**src/rtl/rt_ibex_pcs_stack.sv**
```systemverilog
`default_nettype none
// +--------------------------------------------------------------------------+
// | rt_ibex_pcs_stack: context save/restore stack for nested interrupts.     |
// | Rev 1.0                                                                  |
// +--------------------------------------------------------------------------+
module rt_ibex_pcs_stack #(
    parameter int unsigned NrSavedRegs = 9,
    parameter int unsigned DataWidth   = 32,
    parameter int unsigned Depth       = 8
) (
    input  logic                                   clk_i,
    input  logic                                   rst_ni,
    input  logic                                   push_i,
    input  logic [NrSavedRegs-1:0][DataWidth-1:0]  store_data_i,
    input  logic                                   pop_i,
    input  logic                                   err_clr_i,
    output logic [NrSavedRegs-1:0][DataWidth-1:0]  restore_data_o,
    output logic                                   restore_valid_o,
    output logic                                   busy_o,
    output logic [$clog2(Depth+1)-1:0]             depth_o,
    output logic                                   full_o,
    output logic                                   empty_o,
    output logic                                   overflow_o,
    output logic                                   underflow_o
);

    localparam int unsigned SpW  = $clog2(Depth + 1);
    localparam int unsigned IdxW = $clog2(Depth);

    localparam logic [1:0] StIdle  = 2'd0;
    localparam logic [1:0] StWrite = 2'd1;
    localparam logic [1:0] StRead  = 2'd2;
    localparam logic [1:0] StResp  = 2'd3;

    typedef logic [NrSavedRegs-1:0][DataWidth-1:0] ctx_t;

    logic [1:0]     state_q, state_d;
    logic [SpW-1:0] sp_q, sp_d;
    ctx_t           stg_q, stg_d;
    ctx_t           pend_data_q, pend_data_d;
    logic           pend_v_q, pend_v_d;
    ctx_t           rdata_q;
    ctx_t           mem_q [Depth];
    logic           ovf_q, unf_q;
    logic           ovf_set, unf_set;
    logic           full, empty;
    logic [IdxW-1:0] idx;

    assign full  = (sp_q == SpW'(Depth));
    assign empty = (sp_q == '0);
    assign idx   = sp_q[IdxW-1:0];

    always_ff @(posedge clk_i) begin
        if (!rst_ni) begin
            state_q <= StIdle;
        end else begin
            state_q <= state_d;
        end
    end

    always_comb begin
        state_d = state_q;
        case (state_q)
            StIdle: begin
                if (pend_v_q) begin
                    if (!full) state_d = StWrite;
                end else if (push_i) begin
                    if (!full) state_d = StWrite;
                end else if (pop_i && !empty) begin
                    state_d = StRead;
                end
            end
            StWrite: state_d = StIdle;
            StRead:  state_d = StResp;
            StResp:  state_d = StIdle;
            default: state_d = StIdle;
        endcase
    end

    always_comb begin
        busy_o          = (state_q != StIdle);
        restore_valid_o = (state_q == StResp);
    end

    // Datapath control; a push arriving while busy lands in the pending slot.
    always_comb begin
        sp_d        = sp_q;
        stg_d       = stg_q;
        pend_v_d    = pend_v_q;
        pend_data_d = pend_data_q;
        ovf_set     = 1'b0;
        unf_set     = 1'b0;
        case (state_q)
            StIdle: begin
                if (pend_v_q) begin
                    pend_v_d = 1'b0;
                    if (full) begin
                        ovf_set = 1'b1;
                    end else begin
                        stg_d = pend_data_q;
                    end
                    if (push_i) begin
                        pend_v_d    = 1'b1;
                        pend_data_d = store_data_i;
                    end
                end else if (push_i) begin
                    if (full) begin
                        ovf_set = 1'b1;
                    end else begin
                        stg_d = store_data_i;
                    end
                end else if (pop_i) begin
                    if (empty) begin
                        unf_set = 1'b1;
                    end else begin
                        sp_d = sp_q - SpW'(1);
                    end
                end
            end
            StWrite: sp_d = sp_q + SpW'(1);
            default: ;
        endcase
        if ((state_q != StIdle) && push_i) begin
            if (!pend_v_q) begin
                pend_v_d    = 1'b1;
                pend_data_d = store_data_i;
            end else begin
                ovf_set = 1'b1;
            end
        end
    end

    always_ff @(posedge clk_i) begin
        if (!rst_ni) begin
            sp_q     <= '0;
            pend_v_q <= 1'b0;
        end else begin
            sp_q     <= sp_d;
            pend_v_q <= pend_v_d;
        end
    end

    always_ff @(posedge clk_i) begin
        stg_q       <= stg_d;
        pend_data_q <= pend_data_d;
    end

    always_ff @(posedge clk_i) begin
        if (rst_ni && (state_q == StWrite)) begin
            mem_q[idx] <= stg_q;
        end
    end

    always_ff @(posedge clk_i) begin
        if (!rst_ni) begin
            rdata_q <= '0;
        end else if (state_q == StRead) begin
            rdata_q <= mem_q[idx];
        end
    end

    // Clear wins over a same-cycle set.
    always_ff @(posedge clk_i) begin
        if (!rst_ni) begin
            ovf_q <= 1'b0;
            unf_q <= 1'b0;
        end else if (err_clr_i) begin
            ovf_q <= 1'b0;
            unf_q <= 1'b0;
        end else begin
            if (ovf_set) ovf_q <= 1'b1;
            if (unf_set) unf_q <= 1'b1;
        end
    end

    assign restore_data_o = rdata_q;
    assign depth_o        = sp_q;
    assign full_o         = full;
    assign empty_o        = empty;
    assign overflow_o     = ovf_q;
    assign underflow_o    = unf_q;

endmodule
`default_nettype wire

```
**config.mk**
```make
export PLATFORM = sky130hd
export DESIGN_NAME = rt_ibex_pcs_stack
export DESIGN_NICKNAME = d
export VERILOG_FILES = /design/src/rtl/rt_ibex_pcs_stack.sv
export SDC_FILE = /design/constraint.sdc
export NUM_CORES = 2
export LEC_CHECK = 0
export ABC_AREA = 1
export BUFFER_PORTS_ARGS = -buffer_cell sky130_fd_sc_hd__buf_2
export CAP_MARGIN = 0
export CORE_UTILIZATION = 25
export CTS_CLUSTER_SIZE = 12
export DETAILED_ROUTE_END_ITERATION = 8
export PLACE_DENSITY_LB_ADDON = 0.2
export SYNTH_ARGS = -nofsm -noshare
export SYNTH_HDL_FRONTEND = slang
export SYNTH_SLANG_ARGS = --single-unit
```
**constraint.sdc**
```tcl
create_clock -name clk_i -period 48.4 [get_ports clk_i]
set_input_delay 7.26 -clock clk_i [delete_from_list [all_inputs] [get_ports clk_i]]
set_output_delay 7.26 -clock clk_i [all_outputs]
set_load 0.02 [all_outputs]
```
**Word level (Yosys, flattened, before mapping)**

Memory sizes are Yosys's and may differ from the RTL's. A register that Yosys moved wholly into a read port is not among the register bits.
Cells that the tools add are included.
W data, S select, Z words.

- Bits of input ports: 293
- Register bits after elaboration: 585
- RAM bits: 2,304
- Memories: 1
- Word-level logic and storage cells: 88

Memory list:

| memory | depth | width | read ports | clocked after memory_dff | wr ports | RTL line | text |
|---|---|---|---|---|---|---|---|
| mem_q | 8 | 288 | 1 | 1 | 1 | 43 | `ctx_t mem_q [Depth];` |

- Equality and inequality tests: 9
- Bitwise gates (word level): 2
- Reduce and logical (&&, ||, !) cells: 14
- Mux-type cells: 37
- $add $sub $neg: 2

Operators by type and width:

| operator | number |
|---|---|
| $mux W288 | 9 |
| $mux W1 | 18 |
| $mux W4 | 4 |
| $mux W2 | 4 |
| $ne A2 B2 Y1 const B | 4 |
| $pmux W4 S2 | 1 |
| $pmux W2 S3 | 1 |
| $reduce_bool A2 Y1 | 3 |
| $reduce_and A5 Y1 | 1 |
| $add A4 B1 Y4 const B | 1 |
| $eq A2 B2 Y1 const B | 2 |
| $eq A4 B4 Y1 const B | 1 |
| $logic_not A4 Y1 | 1 |
| $ne A4 B4 Y1 const B | 1 |
| $reduce_or A2 Y1 | 2 |
| $sub A4 B1 Y4 const B | 1 |
| $logic_and A1 B1 Y1 | 3 |
| $reduce_and A3 Y1 | 1 |
| $eq A2 B1 Y1 const B | 1 |
| $logic_not A1 Y1 | 2 |
| $logic_not A2 Y1 | 1 |
| $not A1 Y1 | 2 |

**Logic depth before layout (Yosys ltp)**

- Depth in word-level cells: 7
- Depth in mapped cells: 11
- Depth with buffers taken out: 10

**Least setup slack after synthesis**

Ideal clock, no wire load.

- Path type: input -> register
- Start: input rst_ni
- End: memory mem_q[0][0] (netlist name) (enable)
- Arrival time: 19.842 ns
- Library setup time: 0.943 ns
- Data required time: 47.457 ns
- Slack: 27.615 ns
- Stages: 5
- Cells stage by stage: clkbuf_1 -> inv_1 -> nor2_1 -> nand2_1 -> nor2_1

- Cells in the longest elaborated chain, start to end: 3

Ends and longest elaborated chain:

| what | RTL line | text |
|---|---|---|
| from (decl) | 12 | `input logic rst_ni,` |
| $logic_and A1 B1 Y1 | 149 | `if (rst_ni && (state_q == StWrite)) begin` |
| $mux W1 | 149 |  |
| $mux W1 (implied by the code) | 150 | `mem_q[idx] <= stg_q;` |
| to (decl) | 43 |  |

No other way between the ends.

**Final worst setup path**

- Start: input rst_ni
- End: memory mem_q[6][27] (netlist name) (enable)

Same word-level chain as after synthesis.

==> metrics.md <==
| Metric | Value |
|---|---|
| Run status | finished clean |
| Final worst path period need | 11.27 ns |
| Achievable frequency | 0.0887 GHz |
| Hold Worst Slack | 0.464 ns |
| Main combinational cell family by area after synthesis | simple AND/OR/NAND/NOR gates |
| H-Tree Depth | 5 |
| Synth warnings | 0 |
| Max_slew headroom | 0.282 |
| Post-synth cell types | 26 |
| Post-CTS Hold Buffers | 0 |
| Final Core Density | 0.296 |
| Post-synthesis sequential area ratio | 0.755 |
| Pleak | 0.0487 uW |
| Syn Area/Cell | 12.0 um2 |
| Worst slew pin tran | 1.08 ns |
| Most common cell after layout, fill and taps aside | nor2_1 |
| Post-DP Area | 128000 um2 |
| Final wirelength | 339 mm |
| Vias in the first global route | 71100 |
| Kind of critical path | in2reg |
| Post-CTS setup buffers | 0 |
| Total CTS buffers | 364 |
| Setup TNS | 0 ns |
| Drt wl/cell | 20.0 um |
| Design Area, Final | 140000 um2 |
| Layout cells sized above 1 | 0.117 |
| Post-synthesis compound-gate area fraction | 0.0977 |
| Mapped cell area | 119000 um2 |
| Ports | 591 |
| Synth-to-Final Area Change | 17.7% |
| Post-Synth XOR/XNOR Area | 0.0000738 |
| Most frequent cells in the layout | 2602 x nor2_1, 2592 x edfxtp_1, 1838 x o21ai_0 |
| Gr usage total | 0.137 |
| RSZ-0062 raised after global routing | false |
| Placer congestion estimate | 0.716 |
| FP Rows | 252 |
| Via Count | 73200 |
| Crit path DAT | 11.84 ns |
| Synth Area in Adders | 0.000380 |
| Peak fanout along the critical path | 44 |
| # resized after CTS | 0 |
| Via density | 4.32 |
| Clk slew on worst S/H paths | 0.06 ns |
| PD cells | 58.5 nW/um2 |
| Remaining DRCs | 0 |
| CTS Root Cell | clkbuf_16 |
| Initial DRC Count | 5256 |
| Port-buffer cells | 590 |
| Pre-Repair DR Iteration Count | 5 |
| MaxCap Viol Count | 0 |
| Grt ovf | 0 |
| Pin count of the biggest net entering global routing | 174 |
| Period utilisation layout | 0.233 |
| Req. time, crit path | 48.97 ns |
| Initial antenna violation count | 38 |
| CP startpoint kind | primary input |
| Worst Hold Class | reg2reg |
| Post-Syn Instances | 9920 |
| Core ar. | 472000 um2 |
| Initial Util | 0.251 |
| Global-route wire length before repair | 496 mm |
| # nets final | 10700 |
| CTS tree | yes |
| DIE AREA | 477000 um2 |
| Simple logic cell fraction of the synthesized area | 0.114 |
| Final-report hold violation count | 0 |
| R2R Setup Slk | 42.24 ns |
| Die extent in y | 691 um |
| Mapped Nets | 10200 |
| Worst skew pair latency | 0.93 ns |
| Maximum clock path buffer count | 4 |
| Final Setup Violations | 0 |
| #FFs+latches synth | 3177 |
| Chip width | 691 um |
| Post-synthesis mux area share | 0 |
| Slew Viols, Final | 0 |
| CTS sink count | 3177 |
| Worst VDD drop | 0.0000420 V |
| Setup Skew | 0.0424 ns |
| Layout fillers | 48100 |
| CP Capture Type | flop |
| Post-detail-place hpwl | 197 mm |
| Routed Antenna Nets | 0 |
[through the flow]
| stage | std cells | total power (uW) | worst slack, ns |
|---|---|---|---|
| after floorplan | 9920 | 4900 | 27.62 |
| after global placement | 16300 | 5600 | 36.00 |
| after detailed placement | 16300 | 5610 | 36.00 |
| after CTS | 16900 | 8320 | 37.07 |
| after global routing | 16900 | 8630 | 36.86 |
| final | 17000 | 8170 | 37.13 |
[layer usage]
metal / up-vias / global-route usage / part of all wire
met1: 35900 / 0.201 / 0.50
met3: 433 / 0.0210 / 0.041
met4: 2 / 0.0313 / 0.021
met2: 1362 / 0.212 / 0.44
met5: - / 0 / 0.000059
li1: 35600 / - / -
[final timing paths]
kind,startpoint,endpoint,cells past startpoint
max,rst_ni,mem_q[6][27],9
min,pend_data_q[265],pend_data_q[265],2
max reg2reg,depth_o[0],restore_data_o[287],12
min reg2reg,pend_data_q[265],pend_data_q[265],2
[Yosys cell counts]
cell         n  share of area
o21ai_1    465          0.020
clkbuf_1   297         0.0094
nand2_1    598          0.019
edfxtp_1  2592           0.66
nor2b_1      1       0.000053
nand3_1    298          0.013
inv_2        3       0.000095
a31oi_1      2        0.00011
nor3_1       2       0.000084
or2_2        1       0.000053
buf_4       27         0.0017
o21ai_0   1839          0.078
dfxtp_1    585          0.099
nor2_4       1       0.000095
inv_1      303         0.0096
a211oi_1     1       0.000063
fa_1         1        0.00017
nor2_1    2611          0.083
nor2_2       1       0.000053
o21ai_2      1       0.000074
xnor2_1      1       0.000074
a21oi_1      6        0.00025
buf_2      232         0.0098
buf_1       47         0.0015
buf_6        3        0.00028
ha_1         2        0.00021
[state kept, by name, indices dropped and copies added, names as in the netlist]
name            count
stg_q             288
mem_q            2304
state_q             2
depth_o             4
pend_v_q            1
pend_data_q       288
overflow_o          1
restore_data_o    288
underflow_o         1
[final cells by class]
type | instances | area, um2 | share of cell area
diodes | 11 | 27.5 | 0.000197
clock buffers | 516 | 10000 | 0.0719
clock inverters | 159 | 1510 | 0.0108
inverters | 306 | 1180 | 0.00845
multi-input cells | 5831 | 25300 | 0.181
flip-flops and latches | 3177 | 89500 | 0.642
well taps | 6223 | 7790 | 0.0558
repair buffers | 728 | 4160 | 0.0298
[worst max-delay path: stages]
cell,delay (ns)
buf_8,0.30
inv_1,0.26
nor2_1,0.28
nand2_1,0.28
nor2_4,0.71
buf_4,0.64
buf_4,0.66
buf_4,0.64
buf_4,0.60
[cell families after synthesis]
| group | Yosys count |
|---|---|
| AOI/OAI and AO/OA | 2314 |
| xor gates and xnor gates | 1 |
| adders and majority gates | 3 |
| buffers and inverters | 912 |
| DFF | 3177 |
| and+or+nand+nor | 3513 |
[power breakdown]
part           leakage, uW  total, uW  switching [uW]  internal (uW)
combinational       0.0147       1740            1280            462
sequential          0.0284       3760             269           3490
clock              0.00561       2670            1150           1520
No activity file was read; power rests on OpenSTA's default activity.
